## config.mk

```make
export PLATFORM = sky130hd
export DESIGN_NAME = spi_in
export DESIGN_NICKNAME = d
export VERILOG_FILES = /design/src/rtl/spi_in.sv
export SDC_FILE = /design/constraint.sdc
export NUM_CORES = 1
export LEC_CHECK = 0
export BUFFER_PORTS_ARGS = -buffer_cell sky130_fd_sc_hd__clkbuf_2
export CORE_MARGIN = 1
export CORE_UTILIZATION = 45
export DETAILED_ROUTE_END_ITERATION = 10
export GPL_ROUTABILITY_DRIVEN = 0
export PLACE_DENSITY = 0.76
export SKIP_CTS_REPAIR_TIMING = 1
export SYNTH_ARGS = -nofsm -noshare
export SYNTH_HDL_FRONTEND = slang
export SYNTH_SLANG_ARGS = --single-unit
```

## constraint.sdc

```tcl
create_clock -name clk_sys -period 2 [get_ports clk_sys]
set_input_delay 0.2 -clock clk_sys [delete_from_list [all_inputs] [get_ports clk_sys]]
set_output_delay 0.2 -clock clk_sys [all_outputs]
set_load 0.05 [all_outputs]
```

## src/rtl/spi_in.sv

```systemverilog
// SPI mode-0 receiver: synchronises the host SPI pins into clk_sys, assembles
// bytes MSB first and writes them into the LED frame buffer, pulsing send per frame.
module spi_in #(
   parameter int addr_width = 9,
   parameter int data_width = 8,
   parameter int n_LEDS     = 320
) (
   input  logic                  clk_sys,
   input  logic                  rst,
   input  logic                  n_cs,
   input  logic                  clk_spi,
   input  logic                  sdi,
   output logic [addr_width-1:0] waddr,
   output logic [data_width-1:0] wdata,
   output logic                  we,
   output logic                  send,
   output logic                  frame_err
);

   localparam int BitW  = $clog2(data_width) + 1;
   localparam int ByteW = (n_LEDS > 1) ? $clog2(n_LEDS) : 1;
   localparam logic [BitW-1:0]  LastBit  = BitW'(data_width - 1);
   localparam logic [ByteW-1:0] LastByte = ByteW'(n_LEDS - 1);

   typedef enum logic [1:0] {IDLE, SHIFT, WRITE, DONE} state_t;

   state_t                state_q;
   logic [1:0]            csSync_q;
   logic [1:0]            clkSync_q;
   logic [1:0]            sdiSync_q;
   logic                  clkPrev_q;
   logic [data_width-2:0] shift_q;
   logic [BitW-1:0]       bitCnt_q;
   logic [ByteW-1:0]      byteCnt_q;
   logic [addr_width-1:0] wrPtr_q;
   logic [addr_width-1:0] waddr_q;
   logic [data_width-1:0] wdata_q;
   logic                  we_q;
   logic                  send_q;
   logic                  frameErr_q;

   logic csHigh;
   logic spiRise;
   logic sdiBit;

   // Chip select resets to its inactive (high) level so reset never opens a transaction.
   always_ff @(posedge clk_sys or posedge rst) begin
      if (rst) begin
         csSync_q  <= 2'b11;
         clkSync_q <= 2'b00;
         sdiSync_q <= 2'b00;
         clkPrev_q <= 1'b0;
      end else begin
         csSync_q  <= {csSync_q[0], n_cs};
         clkSync_q <= {clkSync_q[0], clk_spi};
         sdiSync_q <= {sdiSync_q[0], sdi};
         clkPrev_q <= clkSync_q[1];
      end
   end

   assign csHigh  = csSync_q[1];
   assign spiRise = clkSync_q[1] & ~clkPrev_q;
   assign sdiBit  = sdiSync_q[1];

   // Outputs are registered on entry to WRITE/DONE so they line up with those states.
   always_ff @(posedge clk_sys or posedge rst) begin
      if (rst) begin
         state_q    <= IDLE;
         shift_q    <= '0;
         bitCnt_q   <= '0;
         byteCnt_q  <= '0;
         wrPtr_q    <= '0;
         waddr_q    <= '0;
         wdata_q    <= '0;
         we_q       <= 1'b0;
         send_q     <= 1'b0;
         frameErr_q <= 1'b0;
      end else begin
         we_q       <= 1'b0;
         send_q     <= 1'b0;
         frameErr_q <= 1'b0;
         case (state_q)
            IDLE: begin
               bitCnt_q  <= '0;
               byteCnt_q <= '0;
               if (!csHigh) state_q <= SHIFT;
            end
            SHIFT: begin
               if (csHigh) begin
                  frameErr_q <= (bitCnt_q != '0) || (byteCnt_q != '0);
                  bitCnt_q   <= '0;
                  byteCnt_q  <= '0;
                  state_q    <= IDLE;
               end else if (spiRise) begin
                  shift_q  <= {shift_q[data_width-3:0], sdiBit};
                  bitCnt_q <= bitCnt_q + 1'b1;
                  if (bitCnt_q == LastBit) begin
                     we_q    <= 1'b1;
                     wdata_q <= {shift_q, sdiBit};
                     waddr_q <= wrPtr_q;
                     state_q <= WRITE;
                  end
               end
            end
            // A chip-select release here is handled once back in SHIFT, so the write always lands.
            WRITE: begin
               wrPtr_q  <= wrPtr_q + 1'b1;
               bitCnt_q <= '0;
               if (byteCnt_q == LastByte) begin
                  byteCnt_q <= '0;
                  send_q    <= 1'b1;
                  waddr_q   <= wrPtr_q;
                  state_q   <= DONE;
               end else begin
                  byteCnt_q <= byteCnt_q + 1'b1;
                  state_q   <= SHIFT;
               end
            end
            DONE: begin
               state_q <= csHigh ? IDLE : SHIFT;
            end
            default: state_q <= IDLE;
         endcase
      end
   end

   assign waddr     = waddr_q;
   assign wdata     = wdata_q;
   assign we        = we_q;
   assign send      = send_q;
   assign frame_err = frameErr_q;

endmodule

```

==> results.yml <==
worst_setup_path:
  worstSetupPathType: "register to register"
  r2r-end: "waddr[3]$_DFFE_PP0P_"
  cpPeakStageDelay_ns: 0.41
  required_ns: 2.22
  worstPathMaxFanout: 10
  reg2regPathDepth: 6
  r2r-start: "bitCnt_q[0]$_DFFE_PP0P_"
  path_cells: "ha_1 -> nand3b_1 -> nor3_2 -> o21a_1 -> buf_12 -> mux2_4"
  path_delay_family: "simple AND/OR/NAND/NOR gates"
  start_kind: "register"
  path_buf_inv: 1
  rrSetupSlack_ns: 0.18
  setup.worst_path.start: "bitCnt_q[0]$_DFFE_PP0P_"
  endpoint_kind: "register"
  cp.arrival_ns: 2.04
  crit_slowest_cell: "dfrtp_1"
pwr:
  peakVddDrop_uv: 577
  swShare_pct: 20.3
  clock_power_share_pct: 48.2
  finalPower_w: 0.00263
  p_leak_nw: 1.48
  pwr-share-comb_pct: 3.8
  power_density_nw_per_um2: 870
  switching_power_w: 0.000533
  power_frac_seq_pct: 47.9
  internal_power_w: 0.00209
placed_design:
  hpwlAfterDp_mm: 2.81
  io_buffers: 24
synth:
  synth-seq-cells: 58
  syn_inst: 192
  synth_area_per_cell_um2: 12.9
  synth-warning-count: 0
  ys_seq_area_share_pct: 58.6
  ys.flop_type: "dfrtp_1"
  async_reset_ff_share_pct: 100
  syn_area_um2: 2480
  syn-num-nets: 202
  synth_edf_count: 0
  synth.distinct_cells: 45
floorplan:
  fp.coreArea_um2: 5200
  die_w_um: 76.2
  core.rowCount: 26
  start_util_pct: 47.6
  dieArea_um2: 5810
  ios: 25
  die_y_um: 76.2
sta:
  slew_viol_final: 0
  clock_skew_ns: 0.0119
  setup_tns_ns: 0
  relSlewSlack_pct: 77.2
  rsz0062_at_grt: "no"
  post-route-min-period_ns: 1.82
  fin_crit_sh_pct: 91.0
  hold_slack_ns: 0.326
  hold_violations: 0
  finalSetupViolations: 0
  fmax_mhz: 549
  worst_pin_slew_ns: 0.340
global_route:
  grt_pass1_wl_mm: 7.24
  grt_use_total_pct: 16.7
  grt_max_degree: 48
  grt_overflow: 0
  grt_pass1_vias: 1564
  antenna_found_initial: 0
routing:
  drt_iter0_markers: 89
  viasPerCell: 5.19
  num_vias: 1597
  routed_wl_mm: 4.32
  drc_errors: 0
  drt_first_pass_iters: 4
  ant_nets: 0
  routedWlPerCell_um: 14.0
finish:
  synthToLayoutAreaGrowth_pct: 21.7
  fin_nets: 243
  drive_gt1_share_pct: 34.0
  final_common_cell: "dfrtp_1"
  antenna_cells: 0
  layout_common_cells: "dfrtp_1, clkbuf_2, mux2_2"
  nFillCells: 449
clocking:
  root_buffer: "clkbuf_8"
  h-tree-depth: 3
  clk_latency_ns: 0.34
  cts_tree: "built"
  cts_buffer_depth: 2
  numCtsBuffers: 9
  cts_sinks: 58
  cts.clk_slew.worst_paths_ns: 0.06
outcome:
  status: "finished clean"
min_path:
  hold_path.class: "primary input to asynchronous set/reset pin"
flow_run:
  cap_violations: 0
==> tightest hold or removal path: stages <==
cell and delay, ns:
dlygate4sd3_1 0.53, clkbuf_2 0.11, inv_2 0.21
==> cell type report <==
type | instances | area, um2 | area share [%]
sequential | 58 | 1450 | 48.2
timing repair buffer | 38 | 260 | 8.62
clock buffer | 10 | 128 | 4.23
tap | 70 | 87.6 | 2.90
multi-input combinational | 118 | 955 | 31.6
inverter | 8 | 30.0 | 0.995
clock inverter | 6 | 105 | 3.48
==> worst max path at each step <==
stage                           end  cells after the start
3_3_place_gp   waddr[8]$_DFFE_PP0P_                      6
5_1_grt        waddr[6]$_DFFE_PP0P_                      6
3_5_place_dp   waddr[0]$_DFFE_PP0P_                      6
2_1_floorplan  waddr[0]$_DFFE_PP0P_                      7
6_report       waddr[3]$_DFFE_PP0P_                      6
4_1_cts        waddr[3]$_DFFE_PP0P_                      6
==> stage by stage <==
step	area, um2	utilization, %	setup slack [ns]	cells
after floorplan	2480	-	0.199	192
after global placement	2740	52.7	0.260	288
after detailed placement	2740	52.7	0.213	288
after CTS	2970	57.1	0.103	304
after global routing	3020	58.0	0.0478	308
final	3020	58.0	0.179	308
==> power groups by stage <==
stage	Sequential [W]	Combinational (W)	Clock, W
floorplan	0.00126	0.0000764	0
CTS	0.00126	0.0000976	0.00131
global placement	0.00128	0.0000927	0
finish	0.00126	0.000101	0.00127
global route	0.00126	0.000112	0.00136
detailed placement	0.00128	0.0000977	0
==> sequential cells by signal, summed over array words and instances (netlist names) <==
signal	flops
byteCnt_q	9
bitCnt_q	4
frame_err	1
we	1
send	1
clkSync_q	2
shift_q	7
wrPtr_q	9
wdata	8
clkPrev_q	1
waddr	9
state_q	2
sdiSync_q	2
csSync_q	2
==> logic make-up after synthesis <==
group | synth area share, %
compound gates | 7.77
buf+inv | 3.08
simple gates | 12.6
xor+xnor | 3.18
fa+ha+maj | 2.52
mux | 12.3
flops | 58.6
==> synth_stat cells (3+ instances only) <==
library cell  number  area [um2]
mux2_4             9         135
nand2_1           12        45.0
nand2b_1           4        25.0
ha_1               5        62.6
a31oi_1            3        18.8
nor2_1             4        15.0
a21oi_1            5        25.0
xnor2_1            7        61.3
o21ai_0            9        45.0
dfrtp_1           56        1400
inv_1              8        30.0
and3_1             4        25.0
mux2_2            15         169
nand3_1            7        35.0
nor2b_1            3        18.8
buf_2              3        15.0
==> per-layer routing <==
metal | vias up | GRT usage (%) | share of wire [%]
met1 | 797 | 20.1 | 47
met5 | - | 0 | 0
met4 | 0 | 9.81 | 1.7
li1 | 763 | - | -
met2 | 30 | 25.1 | 47
met3 | 7 | 6.95 | 4.2
Power figures use the tool's default switching activity.
